--- config.mk ---
export PLATFORM = sky130hd
export DESIGN_NAME = logic_pod_rle_compressor
export DESIGN_NICKNAME = d
export VERILOG_FILES = /design/src/rtl/logic_pod_rle_compressor.sv
export SDC_FILE = /design/constraint.sdc
export NUM_CORES = 1
export LEC_CHECK = 0
export BUFFER_PORTS_ARGS = -buffer_cell sky130_fd_sc_hd__buf_4
export CAP_MARGIN = 20
export CORE_MARGIN = 10
export CORE_UTILIZATION = 50
export DETAILED_ROUTE_END_ITERATION = 16
export GPL_TIMING_DRIVEN = 0
export PLACE_DENSITY = 0.68
export SLEW_MARGIN = 20
export SYNTH_ARGS = -nofsm -noshare
export SYNTH_HDL_FRONTEND = slang
export SYNTH_SLANG_ARGS = --single-unit
--- constraint.sdc ---
create_clock -name clk_312p5mhz -period 12.3 [get_ports clk_312p5mhz]
set_clock_uncertainty 0.05 [all_clocks]
set_input_delay 1.23 -clock clk_312p5mhz [delete_from_list [all_inputs] [get_ports clk_312p5mhz]]
set_output_delay 1.23 -clock clk_312p5mhz [all_outputs]
set_load 0.05 [all_outputs]
--- src/rtl/logic_pod_rle_compressor.sv ---
// Run-length compressor for one logic-pod channel half: folds edge-free 8-sample
// words into idle counts and queues 32-bit tokens in a small FWFT FIFO.
module logic_pod_rle_compressor #(
    parameter int FIFO_DEPTH = 8,
    parameter int IDLE_BITS  = 22
) (
    input  logic                          clk_312p5mhz,
    input  logic                          rst,
    input  logic [7:0]                    din,
    input  logic                          din_en,
    output logic                          dout_valid,
    input  logic                          dout_ready,
    output logic [31:0]                   dout,
    output logic                          overflow,
    output logic [$clog2(FIFO_DEPTH):0]   fifo_level
);

    localparam int AW        = $clog2(FIFO_DEPTH);
    localparam int LW        = AW + 1;
    localparam int IDLE_FLD  = 22;
    localparam logic [IDLE_BITS-1:0] IDLE_MAX = '1;

    typedef enum logic [1:0] {
        TOK_LITERAL = 2'b00,
        TOK_START   = 2'b01,
        TOK_END     = 2'b10
    } tok_type_t;

    // Stage 1: register the word and the edge compare against the last level
    logic        en_d;
    logic        prev_level;
    logic        s1_en;
    logic        s1_start;
    logic        s1_end;
    logic        s1_edge;
    logic        s1_level;
    logic [7:0]  s1_din;

    always_ff @(posedge clk_312p5mhz) begin
        if (rst) begin
            en_d       <= 1'b0;
            prev_level <= 1'b0;
            s1_en      <= 1'b0;
            s1_start   <= 1'b0;
            s1_end     <= 1'b0;
            s1_edge    <= 1'b0;
            s1_level   <= 1'b0;
            s1_din     <= '0;
        end else begin
            en_d     <= din_en;
            if (din_en)
                prev_level <= din[7];
            s1_en    <= din_en;
            s1_start <= din_en & ~en_d;
            s1_end   <= ~din_en & en_d;
            s1_edge  <= (din != {8{prev_level}});
            s1_level <= prev_level;
            s1_din   <= din;
        end
    end

    // Stage 2: classify the word and build the token
    logic [IDLE_BITS-1:0] idle_cnt;
    logic [IDLE_BITS-1:0] idle_next;
    logic                 tok_valid;
    tok_type_t            tok_type;
    logic [IDLE_BITS-1:0] tok_idle;
    logic [7:0]           tok_samples;
    logic [IDLE_FLD-1:0]  idle_field;
    logic [31:0]          tok_word;

    always_comb begin
        tok_valid   = 1'b0;
        tok_type    = TOK_LITERAL;
        tok_idle    = '0;
        tok_samples = s1_din;
        idle_next   = idle_cnt;
        if (s1_start) begin
            tok_valid = 1'b1;
            tok_type  = TOK_START;
            idle_next = '0;
        end else if (s1_en) begin
            // A saturated counter is flushed as a literal carrying this word
            if (s1_edge || (idle_cnt == IDLE_MAX)) begin
                tok_valid = 1'b1;
                tok_idle  = idle_cnt;
                idle_next = '0;
            end else begin
                idle_next = idle_cnt + 1'b1;
            end
        end else if (s1_end) begin
            tok_valid   = 1'b1;
            tok_type    = TOK_END;
            tok_idle    = idle_cnt;
            tok_samples = {8{s1_level}};
            idle_next   = '0;
        end
    end

    always_comb begin
        idle_field                = '0;
        idle_field[IDLE_BITS-1:0] = tok_idle;
        tok_word                  = {tok_type, idle_field, tok_samples};
    end

    always_ff @(posedge clk_312p5mhz) begin
        if (rst)
            idle_cnt <= '0;
        else
            idle_cnt <= idle_next;
    end

    // Token FIFO, first-word-fall-through
    logic [31:0]   mem [FIFO_DEPTH];
    logic [AW-1:0] wr_ptr;
    logic [AW-1:0] rd_ptr;
    logic [LW-1:0] count;
    logic          full;
    logic          rd_fire;
    logic          wr_fire;
    logic          drop;

    assign full    = (count == LW'(FIFO_DEPTH));
    assign rd_fire = dout_valid & dout_ready;
    assign wr_fire = tok_valid & (~full | rd_fire);
    assign drop    = tok_valid & full & ~rd_fire;

    always_ff @(posedge clk_312p5mhz) begin
        if (wr_fire)
            mem[wr_ptr] <= tok_word;
    end

    always_ff @(posedge clk_312p5mhz) begin
        if (rst) begin
            wr_ptr   <= '0;
            rd_ptr   <= '0;
            count    <= '0;
            overflow <= 1'b0;
        end else begin
            if (wr_fire)
                wr_ptr <= wr_ptr + AW'(1);
            if (rd_fire)
                rd_ptr <= rd_ptr + AW'(1);
            case ({wr_fire, rd_fire})
                2'b10:   count <= count + LW'(1);
                2'b01:   count <= count - LW'(1);
                default: count <= count;
            endcase
            // A dropped START re-arms the flag in the same cycle it clears it
            if (drop)
                overflow <= 1'b1;
            else if (s1_start)
                overflow <= 1'b0;
        end
    end

    assign dout_valid = (count != '0);
    assign dout       = dout_valid ? mem[rd_ptr] : '0;
    assign fifo_level = count;

endmodule

==> flow_metrics.env <==
export IMPL_core_um2=24390
export IMPL_die_y_um=177.6
export IMPL_finalSetupViolations=0
export IMPL_rr_worst_depth=10
export IMPL_switching_power_uw=853.4
export IMPL_initial_utilization=0.5089
export IMPL_yosys_warnings=0
export IMPL_cp_data_arrival_time_ns=3.03
export IMPL_io_pins=50
export IMPL_drtIter0Drc=494
export IMPL_synth_compound_area_frac=0.03861
export IMPL_fmax_mhz=232.1
export IMPL_layout_commonest_cell="edfxtp_1"
export IMPL_detail_route_vias_per_cell=5.791
export IMPL_cp_max_fo=10
export IMPL_synth_ff_type="edfxtp_1"
export IMPL_areaGrowthSynthToFinish_pct=16.02
export IMPL_status="complete, no violations"
export IMPL_seq_area_frac_synth=0.7000
export IMPL_finalCoreUtilization=0.5904
export IMPL_synth_edf_count=256
export IMPL_wl_per_cell_um=22.70
export IMPL_p_clk_frac=0.313
export IMPL_drtAntennaViolNets=0
export IMPL_ys_types=59
export IMPL_drv_slew=0
export IMPL_max_slew_margin=0.3434
export IMPL_synthAdderAreaFrac=0.004032
export IMPL_synth_simple_area_share=0.08921
export IMPL_ir_drop_mv=0.1465
export IMPL_drc=0
export IMPL_post_cts_resized=0
export IMPL_post_place_cells=1124
export IMPL_cts_buffers=29
export IMPL_antenna_found_initial=0
export IMPL_hp_class="reg2reg"
export IMPL_place_ws_ns=8.509
export IMPL_fin_total_pwr_uw=2739
export IMPL_layout_nets=847
export IMPL_syn_nets=739
export IMPL_post_cts_buffers=0
export IMPL_routed_via_count=6805
export IMPL_diodes=0
export IMPL_min_path_cells=2
export IMPL_drt_pass1_iterations=5
export IMPL_p_int_uw=1886
export IMPL_clk_pin_slew_ns=0.06
export IMPL_post_route_period_util=0.3503
export IMPL_routed_wl_um=26670
export IMPL_final_cell_mix="256 x edfxtp_1, 64 x mux4_2, 63 x nor2_1"
export IMPL_grt_use_total=0.1705
export IMPL_hold_viol_final=0
export IMPL_final_cells=1175
export IMPL_ctsLongestPathBuffers=3
export IMPL_synth_top_family_by_area="multiplexers"
export IMPL_globalRouteOverflowTotal=0
export IMPL_gp_congestion=0.8856
export IMPL_async_flop_share=0
export IMPL_fin_ws_ns=7.991
export IMPL_synth_seq_cells=306
export IMPL_std_cell_rows=57
export IMPL_power_density_nw_per_um2=190.2
export IMPL_cp_data_required_time_ns=11.02
export IMPL_grt_max_degree=20
export IMPL_dieArea_um2=31530
export IMPL_cts_tree="built"
export IMPL_p_sw_frac=0.3115
export IMPL_htreeDepth=1
export IMPL_synth_area_mux_share=0.1502
export IMPL_syn_inst=723
export IMPL_setup_tns_ns=0
export IMPL_cts_root_buf="clkbuf_16"
export IMPL_critical_path_class="reg2out"
export IMPL_insertion_delay_ns=0.53
export IMPL_drive_above_1_share=0.2820
export IMPL_post_dp_hpwl_um=18010
export IMPL_die_x_um=177.6
export IMPL_combPwrFrac=0.266
export IMPL_maxCapViolations=0
export IMPL_cts_hold_buffers=0
export IMPL_rsz0062_at_grt="false"
export IMPL_grt_pass1_wl_um=41830
export IMPL_sequentialPowerShare=0.421
export IMPL_synth_xor_area_share=0.002823
export IMPL_critPathLaunchType="flip-flop"
export IMPL_reg2reg_setup_slack_ns=8.68
export IMPL_clock_sinks=306
export IMPL_portBuffers=48
export IMPL_synth_area_um2=12410
export IMPL_synth_area_per_cell_um2=17.17
export IMPL_first_global_vias=7241
export IMPL_fin_crit_ns=4.309
export IMPL_p_leak_uw=0.004888
export IMPL_critPathCaptureType="primary output"
export IMPL_tightest_slew_ns=0.9849
==> state kept, by name (all words and copies together), names as in the netlist, named ones only <==
| register | flops |
|---|---|
| mem | 256 |
| idle_cnt | 22 |
| s1_din | 8 |
| fifo_level | 4 |
| rd_ptr | 3 |
| wr_ptr | 3 |
| overflow | 1 |
| prev_level | 1 |
| s1_edge | 1 |
| s1_en | 1 |
| s1_end | 1 |
| s1_level | 1 |
| s1_start | 1 |
==> kinds of logic after synthesis <==
kind of cell             after synthesis
flip-flops                           306
AO/OA/AOI/OAI                         67
multiplexers                         106
buffers and inverters                 39
adder cells (fa/ha/maj)                4
AND/OR/NAND/NOR                      197
XOR/XNOR                               4
==> worst max-delay path, stage by stage, from the launching register on <==
cell	delay, ns
dfxtp_1	0.31
clkbuf_1	0.60
buf_2	0.51
mux4_2	0.56
mux2i_1	0.23
nor2_1	0.07
buf_4	0.21
==> layer usage <==
metal | GRT usage | share of wire | up-vias
li1 | - | - | 3066
met1 | 0.2185 | 0.41 | 3500
met2 | 0.2987 | 0.52 | 198
met3 | 0.02699 | 0.050 | 41
met4 | 0.03994 | 0.016 | 0
met5 | 0 | 0 | -
==> power groups by stage <==
stage	Clock (uW)	Sequential, uW	Combinational, uW
finish	858	1150	728
global route	911	1160	781
CTS	868	1150	745
detailed placement	0	1180	744
global placement	0	1180	729
floorplan	0	1190	516
==> cell usage after synthesis (all sizes together) (8+ instances only) <==
library cell    n  share of area
and2           24          0.014
o21ai          12         0.0048
a21o           14         0.0086
nand2          16         0.0050
a21oi          18         0.0076
nor2           66          0.020
edfxtp        256           0.62
mux2i          40          0.032
clkbuf         22         0.0075
nor4            8         0.0070
nor3           11         0.0044
nor2b          13         0.0066
buf            13         0.0065
nand4           9         0.0045
mux4           64           0.12
nand2b          8         0.0040
nand3          16         0.0083
dfxtp          50          0.081
==> layout make-up <==
cell class / count / area (um^2)
sequential: 306 / 8688
clock inverter: 17 / 158.9
multi-input combinational: 378 / 3585
tap: 324 / 405.4
buffer: 35 / 172.7
timing repair buffer: 77 / 630.6
clock buffer: 34 / 744.5
fill: 1827 / 9991
inverter: 4 / 15.01
==> through the flow <==
step | instance area, um^2 | hold WS, ns
2_1_floorplan | 12410 | 0.4097
3_3_place_gp | 13180 | 0.4265
3_5_place_dp | 13500 | 0.4411
4_1_cts | 14400 | 0.4518
5_1_grt | 14400 | 0.4935
6_report | 14400 | 0.4477
==> final timing paths <==
path / to / from
worst min register to register: rd_ptr[2] / rd_ptr[2]
worst min-delay path: rd_ptr[2] / rd_ptr[2]
worst max-delay path: dout[24] / flip-flop
worst max register to register: mem[0][17] / idle_cnt[7]
Power figures use the tool's default switching activity.
